<file path="src/rtl/id_ex_hazard_reg_if.sv">
// ID/EX stage bus: decoded operands and control entering EX, hazard/stall
// feedback to the front end, and perf-debug visibility.
interface id_ex_hazard_reg_if #(
  parameter int XLEN  = 32,
  parameter int CTRLW = 8,
  parameter int CNTW  = 16
);
  logic             ID_valid;
  logic [4:0]       ID_rs1, ID_rs2, ID_rd;
  logic             ID_uses_rs1, ID_uses_rs2;
  logic [XLEN-1:0]  ID_rs1_data, ID_rs2_data, ID_imm;
  logic [CTRLW-1:0] ID_ctrl;
  logic             ID_regwrite, ID_memread;
  logic             flush_i, mem_stall_i;
  logic             stall_o;
  logic             EX_valid;
  logic [4:0]       EX_rs1, EX_rs2, EX_rd;
  logic [XLEN-1:0]  EX_rs1_data, EX_rs2_data, EX_imm;
  logic [CTRLW-1:0] EX_ctrl;
  logic             EX_regwrite, EX_memread;
  logic [1:0]       state_o;
  logic [CNTW-1:0]  bubble_cnt, flush_cnt;

  modport master (
    output ID_valid, ID_rs1, ID_rs2, ID_rd, ID_uses_rs1, ID_uses_rs2,
           ID_rs1_data, ID_rs2_data, ID_imm, ID_ctrl, ID_regwrite, ID_memread,
           flush_i, mem_stall_i,
    input  stall_o, EX_valid, EX_rs1, EX_rs2, EX_rd, EX_rs1_data, EX_rs2_data,
           EX_imm, EX_ctrl, EX_regwrite, EX_memread, state_o, bubble_cnt, flush_cnt
  );

  modport slave (
    input  ID_valid, ID_rs1, ID_rs2, ID_rd, ID_uses_rs1, ID_uses_rs2,
           ID_rs1_data, ID_rs2_data, ID_imm, ID_ctrl, ID_regwrite, ID_memread,
           flush_i, mem_stall_i,
    output stall_o, EX_valid, EX_rs1, EX_rs2, EX_rd, EX_rs1_data, EX_rs2_data,
           EX_imm, EX_ctrl, EX_regwrite, EX_memread, state_o, bubble_cnt, flush_cnt
  );
endinterface

</file>
<file path="src/rtl/id_ex_hazard_reg.sv">
// ID/EX pipeline register with load-use detection, bubble insertion, flush
// and saturating perf counters. stall_o is combinational back to PC / IF/ID.
module id_ex_hazard_reg #(
  parameter int XLEN  = 32,
  parameter int CTRLW = 8,
  parameter int CNTW  = 16
) (
  input  logic               clk_i,
  input  logic               rst_i,
  id_ex_hazard_reg_if.slave  bus
);
  typedef struct packed {
    logic             valid;
    logic [4:0]       rs1;
    logic [4:0]       rs2;
    logic [4:0]       rd;
    logic [XLEN-1:0]  rs1_data;
    logic [XLEN-1:0]  rs2_data;
    logic [XLEN-1:0]  imm;
    logic [CTRLW-1:0] ctrl;
    logic             regwrite;
    logic             memread;
  } stage_t;

  typedef enum logic [1:0] {S_RUN, S_BUBBLE, S_FROZEN, S_FLUSHED} state_t;

  stage_t          id_s, ex_q;
  state_t          state_q;
  logic [CNTW-1:0] bcnt_q, fcnt_q;
  logic            hit1, hit2, load_use;

  assign id_s = '{valid:    bus.ID_valid,
                  rs1:      bus.ID_rs1,
                  rs2:      bus.ID_rs2,
                  rd:       bus.ID_rd,
                  rs1_data: bus.ID_rs1_data,
                  rs2_data: bus.ID_rs2_data,
                  imm:      bus.ID_imm,
                  ctrl:     bus.ID_ctrl,
                  regwrite: bus.ID_regwrite,
                  memread:  bus.ID_memread};

  // Only operands the instruction actually reads can create a dependency.
  assign hit1     = bus.ID_uses_rs1 && (bus.ID_rs1 == ex_q.rd);
  assign hit2     = bus.ID_uses_rs2 && (bus.ID_rs2 == ex_q.rd);
  assign load_use = bus.ID_valid && ex_q.valid && ex_q.memread &&
                    (ex_q.rd != 5'd0) && (hit1 || hit2);

  assign bus.stall_o = bus.mem_stall_i | (load_use & ~bus.flush_i);

  always_ff @(posedge clk_i) begin
    if (!rst_i) begin
      ex_q    <= '0;
      state_q <= S_RUN;
      bcnt_q  <= '0;
      fcnt_q  <= '0;
    end else if (bus.mem_stall_i) begin
      state_q <= S_FROZEN;
    end else if (bus.flush_i) begin
      ex_q    <= '0;
      state_q <= S_FLUSHED;
      if (~&fcnt_q) fcnt_q <= fcnt_q + CNTW'(1);
    end else if (load_use) begin
      ex_q    <= '0;
      state_q <= S_BUBBLE;
      if (~&bcnt_q) bcnt_q <= bcnt_q + CNTW'(1);
    end else begin
      // An invalid ID slot is loaded as a fully zeroed bubble.
      ex_q    <= bus.ID_valid ? id_s : '0;
      state_q <= S_RUN;
    end
  end

  assign bus.EX_valid    = ex_q.valid;
  assign bus.EX_rs1      = ex_q.rs1;
  assign bus.EX_rs2      = ex_q.rs2;
  assign bus.EX_rd       = ex_q.rd;
  assign bus.EX_rs1_data = ex_q.rs1_data;
  assign bus.EX_rs2_data = ex_q.rs2_data;
  assign bus.EX_imm      = ex_q.imm;
  assign bus.EX_ctrl     = ex_q.ctrl;
  assign bus.EX_regwrite = ex_q.regwrite;
  assign bus.EX_memread  = ex_q.memread;
  assign bus.state_o     = state_q;
  assign bus.bubble_cnt  = bcnt_q;
  assign bus.flush_cnt   = fcnt_q;
endmodule
</file>
<file path="src/flat_wrapper.sv">
// flat-port wrapper written by rule: the top's interface ports become plain ports
module id_ex_hazard_reg_flat 
#(
  parameter int XLEN  = 32,
  parameter int CTRLW = 8,
  parameter int CNTW  = 16
)
  (clk_i, rst_i, bus_ID_valid, bus_ID_rs1, bus_ID_rs2, bus_ID_rd, bus_ID_uses_rs1, bus_ID_uses_rs2, bus_ID_rs1_data, bus_ID_rs2_data, bus_ID_imm, bus_ID_ctrl, bus_ID_regwrite, bus_ID_memread, bus_flush_i, bus_mem_stall_i, bus_stall_o, bus_EX_valid, bus_EX_rs1, bus_EX_rs2, bus_EX_rd, bus_EX_rs1_data, bus_EX_rs2_data, bus_EX_imm, bus_EX_ctrl, bus_EX_regwrite, bus_EX_memread, bus_state_o, bus_bubble_cnt, bus_flush_cnt);
  id_ex_hazard_reg_if #(.XLEN(XLEN), .CTRLW(CTRLW), .CNTW(CNTW)) bus_i ();
  input  logic clk_i;
  input  logic rst_i;
  input wire logic [$bits(bus_i.ID_valid)-1:0] bus_ID_valid;
  input wire logic [$bits(bus_i.ID_rs1)-1:0] bus_ID_rs1;
  input wire logic [$bits(bus_i.ID_rs2)-1:0] bus_ID_rs2;
  input wire logic [$bits(bus_i.ID_rd)-1:0] bus_ID_rd;
  input wire logic [$bits(bus_i.ID_uses_rs1)-1:0] bus_ID_uses_rs1;
  input wire logic [$bits(bus_i.ID_uses_rs2)-1:0] bus_ID_uses_rs2;
  input wire logic [$bits(bus_i.ID_rs1_data)-1:0] bus_ID_rs1_data;
  input wire logic [$bits(bus_i.ID_rs2_data)-1:0] bus_ID_rs2_data;
  input wire logic [$bits(bus_i.ID_imm)-1:0] bus_ID_imm;
  input wire logic [$bits(bus_i.ID_ctrl)-1:0] bus_ID_ctrl;
  input wire logic [$bits(bus_i.ID_regwrite)-1:0] bus_ID_regwrite;
  input wire logic [$bits(bus_i.ID_memread)-1:0] bus_ID_memread;
  input wire logic [$bits(bus_i.flush_i)-1:0] bus_flush_i;
  input wire logic [$bits(bus_i.mem_stall_i)-1:0] bus_mem_stall_i;
  output wire logic [$bits(bus_i.stall_o)-1:0] bus_stall_o;
  output wire logic [$bits(bus_i.EX_valid)-1:0] bus_EX_valid;
  output wire logic [$bits(bus_i.EX_rs1)-1:0] bus_EX_rs1;
  output wire logic [$bits(bus_i.EX_rs2)-1:0] bus_EX_rs2;
  output wire logic [$bits(bus_i.EX_rd)-1:0] bus_EX_rd;
  output wire logic [$bits(bus_i.EX_rs1_data)-1:0] bus_EX_rs1_data;
  output wire logic [$bits(bus_i.EX_rs2_data)-1:0] bus_EX_rs2_data;
  output wire logic [$bits(bus_i.EX_imm)-1:0] bus_EX_imm;
  output wire logic [$bits(bus_i.EX_ctrl)-1:0] bus_EX_ctrl;
  output wire logic [$bits(bus_i.EX_regwrite)-1:0] bus_EX_regwrite;
  output wire logic [$bits(bus_i.EX_memread)-1:0] bus_EX_memread;
  output wire logic [$bits(bus_i.state_o)-1:0] bus_state_o;
  output wire logic [$bits(bus_i.bubble_cnt)-1:0] bus_bubble_cnt;
  output wire logic [$bits(bus_i.flush_cnt)-1:0] bus_flush_cnt;
  assign bus_i.ID_valid = bus_ID_valid;
  assign bus_i.ID_rs1 = bus_ID_rs1;
  assign bus_i.ID_rs2 = bus_ID_rs2;
  assign bus_i.ID_rd = bus_ID_rd;
  assign bus_i.ID_uses_rs1 = bus_ID_uses_rs1;
  assign bus_i.ID_uses_rs2 = bus_ID_uses_rs2;
  assign bus_i.ID_rs1_data = bus_ID_rs1_data;
  assign bus_i.ID_rs2_data = bus_ID_rs2_data;
  assign bus_i.ID_imm = bus_ID_imm;
  assign bus_i.ID_ctrl = bus_ID_ctrl;
  assign bus_i.ID_regwrite = bus_ID_regwrite;
  assign bus_i.ID_memread = bus_ID_memread;
  assign bus_i.flush_i = bus_flush_i;
  assign bus_i.mem_stall_i = bus_mem_stall_i;
  assign bus_stall_o = bus_i.stall_o;
  assign bus_EX_valid = bus_i.EX_valid;
  assign bus_EX_rs1 = bus_i.EX_rs1;
  assign bus_EX_rs2 = bus_i.EX_rs2;
  assign bus_EX_rd = bus_i.EX_rd;
  assign bus_EX_rs1_data = bus_i.EX_rs1_data;
  assign bus_EX_rs2_data = bus_i.EX_rs2_data;
  assign bus_EX_imm = bus_i.EX_imm;
  assign bus_EX_ctrl = bus_i.EX_ctrl;
  assign bus_EX_regwrite = bus_i.EX_regwrite;
  assign bus_EX_memread = bus_i.EX_memread;
  assign bus_state_o = bus_i.state_o;
  assign bus_bubble_cnt = bus_i.bubble_cnt;
  assign bus_flush_cnt = bus_i.flush_cnt;
  id_ex_hazard_reg #(.XLEN(XLEN), .CTRLW(CTRLW), .CNTW(CNTW)) u_core (.clk_i(clk_i), .rst_i(rst_i), .bus(bus_i));
endmodule
</file>
<file path="config.mk">
export PLATFORM = sky130hd
export DESIGN_NAME = id_ex_hazard_reg_flat
export DESIGN_NICKNAME = d
export VERILOG_FILES = /design/src/rtl/id_ex_hazard_reg_if.sv /design/src/rtl/id_ex_hazard_reg.sv /design/src/flat_wrapper.sv
export SDC_FILE = /design/constraint.sdc
export NUM_CORES = 1
export LEC_CHECK = 0
export ABC_AREA = 1
export CAP_MARGIN = 10
export CORE_UTILIZATION = 40
export DETAILED_ROUTE_END_ITERATION = 10
export PLACE_DENSITY_LB_ADDON = 0.2
export SETUP_SLACK_MARGIN = 0.5
export SLEW_MARGIN = 20
export SYNTH_ARGS = -nofsm -noshare
export SYNTH_HDL_FRONTEND = slang
export SYNTH_SLANG_ARGS = --single-unit
</file>
<file path="constraint.sdc">
create_clock -name clk_i -period 2.3 [get_ports clk_i]
set_input_delay 0.345 -clock clk_i [delete_from_list [all_inputs] [get_ports clk_i]]
set_output_delay 0.345 -clock clk_i [all_outputs]
set_load 0.02 [all_outputs]
</file>
==> parameters.txt <==
Parameter                              Value

Run status
  Run status    finished clean

Setup path
  Critical setup path kind    flop to primary output
  Endpoint type of the worst setup path    primary output
  Startpoint of the lowest-slack register-to-register path    u_core.bus.EX_rd[2]
  Required time of the critical path    1.96 ns
  Sort of element at the start of the critical path    flop
  Cells along the critical path    buf_6, nand2_2, nand2_1, nor2_1, nand3_1, nand2_4, nand2_4, o21bai_4, buf_6
  Max incr delay on CP    0.35 ns
  Crit. Startpoint    u_core.bus.EX_rd[2]
  Maximum fanout encountered on the critical timing path    4
  Data arrival time of the critical path    1.66 ns
  Slowest cell on the critical path    sky130_fd_sc_hd__dfxtp_4

Clocking
  Root buffer cell    sky130_fd_sc_hd__clkbuf_16
  TritonCTS clock tree    yes
  Clock transition at the registers of the reported paths    0.06 ns
  Bufs on Longest Clock Path    2
  Number of buffers created by CTS    17
  Clock Latency Late Sink    0.42 ns
  CTS sink cnt    156
  Clock H-tree levels    4

Floorplanning
  Chip Width    129 um
  Die H    129 um
  Number of cell rows    45
  Full die area    16500 um^2
  Area of the core    15400 um^2
  Starting utilization of the core area    41.5%
  Top Ports    285

Finish
  Most common cell after layout, fill and taps aside    sky130_fd_sc_hd__clkdlybuf4s50_1
  Final net count    1269
  Fraction of the core area covered by cells at the end of the flow    66.6%
  Number of diodes added for antenna fixing    0
  Area delta synth->final    60.4%
  Share of layout cells above drive strength 1    8.77%
  Final Instance Area    10300 um^2
  Most frequent cells in the layout    sky130_fd_sc_hd__clkdlybuf4s50_1, sky130_fd_sc_hd__nand2_1, sky130_fd_sc_hd__nand3_1, sky130_fd_sc_hd__dfxtp_1, sky130_fd_sc_hd__a21oi_1

Detailed routing
  Iteration count of the initial detailed-routing pass    5
  Routed wire length    20500 um
  Number of nets still failing antenna checks after routing    0
  Via count    6841
  Total DRC errors in the routed layout    0
  Routed wirelength normalized by instance count    15.0 um
  Starting DRT DRC Count    475
  Vias per inst    5.02

Placement
  Port Buffer Count    284
  Post-Place Cell Area    9450 um^2
  RD Place Congestion    0.879
  HPWL after DPL    13300 um

Global route
  Number of antenna violations at the first check in global routing    0
  Largest net degree at the start of global routing    71
  Via count of the first global-routing pass    6180
  Overflow left after global routing    0
  Overall routing resource usage    24.1%
  Wire length of the first global-routing pass    31400 um

Pwr
  Static leakage power    0.00410 uW
  Maximum ir drop on the vdd rail    0.469 mV
  Pwr dens    619 nW/um^2

Job
  Maxcap violations    0

STA
  Share of the clock period used by the worst path    87.1%
  Hold Violations, Final    0
  Unrepaired setup endpoints after global routing    yes
  Actual slew at the worst max-slew pin    0.656 ns
  Maximum clock skew at final layout    0.00889 ns
  Hold WS    0.261 ns
  Max Freq    0.499 GHz
  Total setup violations reported at the end of the flow    0
  Final sum of negative setup slack    0 ns
  Tmin final    2.00 ns
  Normalized max-slew margin    56.3%
  Max-slew violations    0

Synthesis
  Post-synth cell types    31
  Top flip-flop cell by instance count after synthesis    sky130_fd_sc_hd__dfxtp_1
  Post-Synthesis Cell Area    6400 um^2
  Cell count after synthesis    873
  Total nets after synthesis    1003
  Synth Warn #    0
  Sequential-to-total area share from yosys stat    48.8%
  Number of flops mapped to enable cells by yosys    0
  Avg Cell Area, Syn    7.34 um^2
  Number of register bits inferred by synthesis    156
  Fraction of registers with async set/reset    0%

Hold path
  Type of the tightest min-delay check    primary input to flop
  Critical hold path startpoint    bus_ID_rs1[4]
final cells by class:
cell class | instances | area [um^2]
Tap cell | 211 | 264
Inverter | 49 | 191
Timing Repair Buffer | 308 | 3190
Clock inverter | 10 | 138
Clock buffer | 22 | 464
Multi-Input combinational cell | 607 | 2880
Fill cell | 1367 | 5160
Sequential cell | 156 | 3150
logic make-up after synthesis:
logic type | Yosys count | synth area share (%)
adder cells (fa/ha/maj) | 2 | 0.391
flip-flops | 156 | 48.8
AO/OA/AOI/OAI | 156 | 12.6
XOR/XNOR | 3 | 0.410
AND/OR/NAND/NOR | 446 | 30.4
buffers and inverters | 110 | 7.39
synth_stat cells (6+ instances only):
cell | count | area share [%]
sky130_fd_sc_hd__nand4_1 | 6 | 0.59
sky130_fd_sc_hd__buf_2 | 24 | 1.9
sky130_fd_sc_hd__nor2_1 | 56 | 3.3
sky130_fd_sc_hd__nor3_1 | 6 | 0.47
sky130_fd_sc_hd__o21ai_0 | 6 | 0.47
sky130_fd_sc_hd__dfxtp_1 | 156 | 49
sky130_fd_sc_hd__a21oi_1 | 140 | 11
sky130_fd_sc_hd__clkbuf_1 | 33 | 1.9
sky130_fd_sc_hd__nand3_1 | 149 | 12
sky130_fd_sc_hd__nand2_1 | 216 | 13
sky130_fd_sc_hd__inv_1 | 44 | 2.6
critical path: cells and delay by family (launching register included):
family	cells	cell delay [ns]
AO/OA/AOI/OAI	1	0.13
AND/OR/NAND/NOR	6	0.51
flip-flops	1	0.35
buffers and inverters	2	0.25
state kept, by name, summed over array words and instances (netlist names):
register,count
u_core.bus.EX_rs1,5
u_core.bus.EX_rs1_data,32
u_core.bus.EX_rs2,5
u_core.bus.flush_cnt,16
u_core.bus.EX_rs2_data,32
u_core.bus.EX_valid,1
u_core.bus.EX_imm,32
u_core.bus.EX_regwrite,1
u_core.bus.EX_memread,1
u_core.bus.bubble_cnt,16
u_core.bus.EX_ctrl,8
u_core.bus.EX_rd,5
u_core.bus.state_o,2
per-layer routing:
metal / part of all wire (%) / vias to the layer above / GRT usage [%]
met5: 0 / - / 0
met4: 1.5 / 0 / 7.75
met3: 8.9 / 21 / 9.11
met2: 48 / 237 / 38.8
met1: 41 / 3170 / 29.6
li1: - / 3413 / -
power by group:
part | leakage (uW) | total (uW) | switching [uW] | internal [uW]
Clock | 0.000291 | 2890 | 1120 | 1770
Sequential | 0.00127 | 2790 | 33.0 | 2750
Combinational | 0.00254 | 678 | 314 | 364
final timing paths:
kind	slack (ns)	to	depth (start not counted)
setup / recovery	0.30	bus_stall_o	9
hold / removal	0.26	u_core.bus.EX_rs1[4]	3
setup reg to reg	0.49	u_core.bus.bubble_cnt[15]	13
hold reg to reg	0.46	u_core.bus.EX_imm[12]	2
metrics by stage:
stage	power, uW	setup slack, ns	cells
2_1_floorplan	3120	0.526	873
3_3_place_gp	3520	-0.197	1324
3_5_place_dp	3520	-0.210	1324
4_1_cts	6400	0.335	1358
5_1_grt	6570	0.241	1363
6_report	6360	0.296	1363
repair_timing:
item / in CTS / in global routing
gates resized for setup: 50 / 42
pin swaps: 4 / 12
hold buffers: 0 / 0
cloned: 1 / 1
buffers inserted: 1 / 4
setup endpoints to repair: 139 / 160
Note: power is estimated with default switching activity, not from simulation.
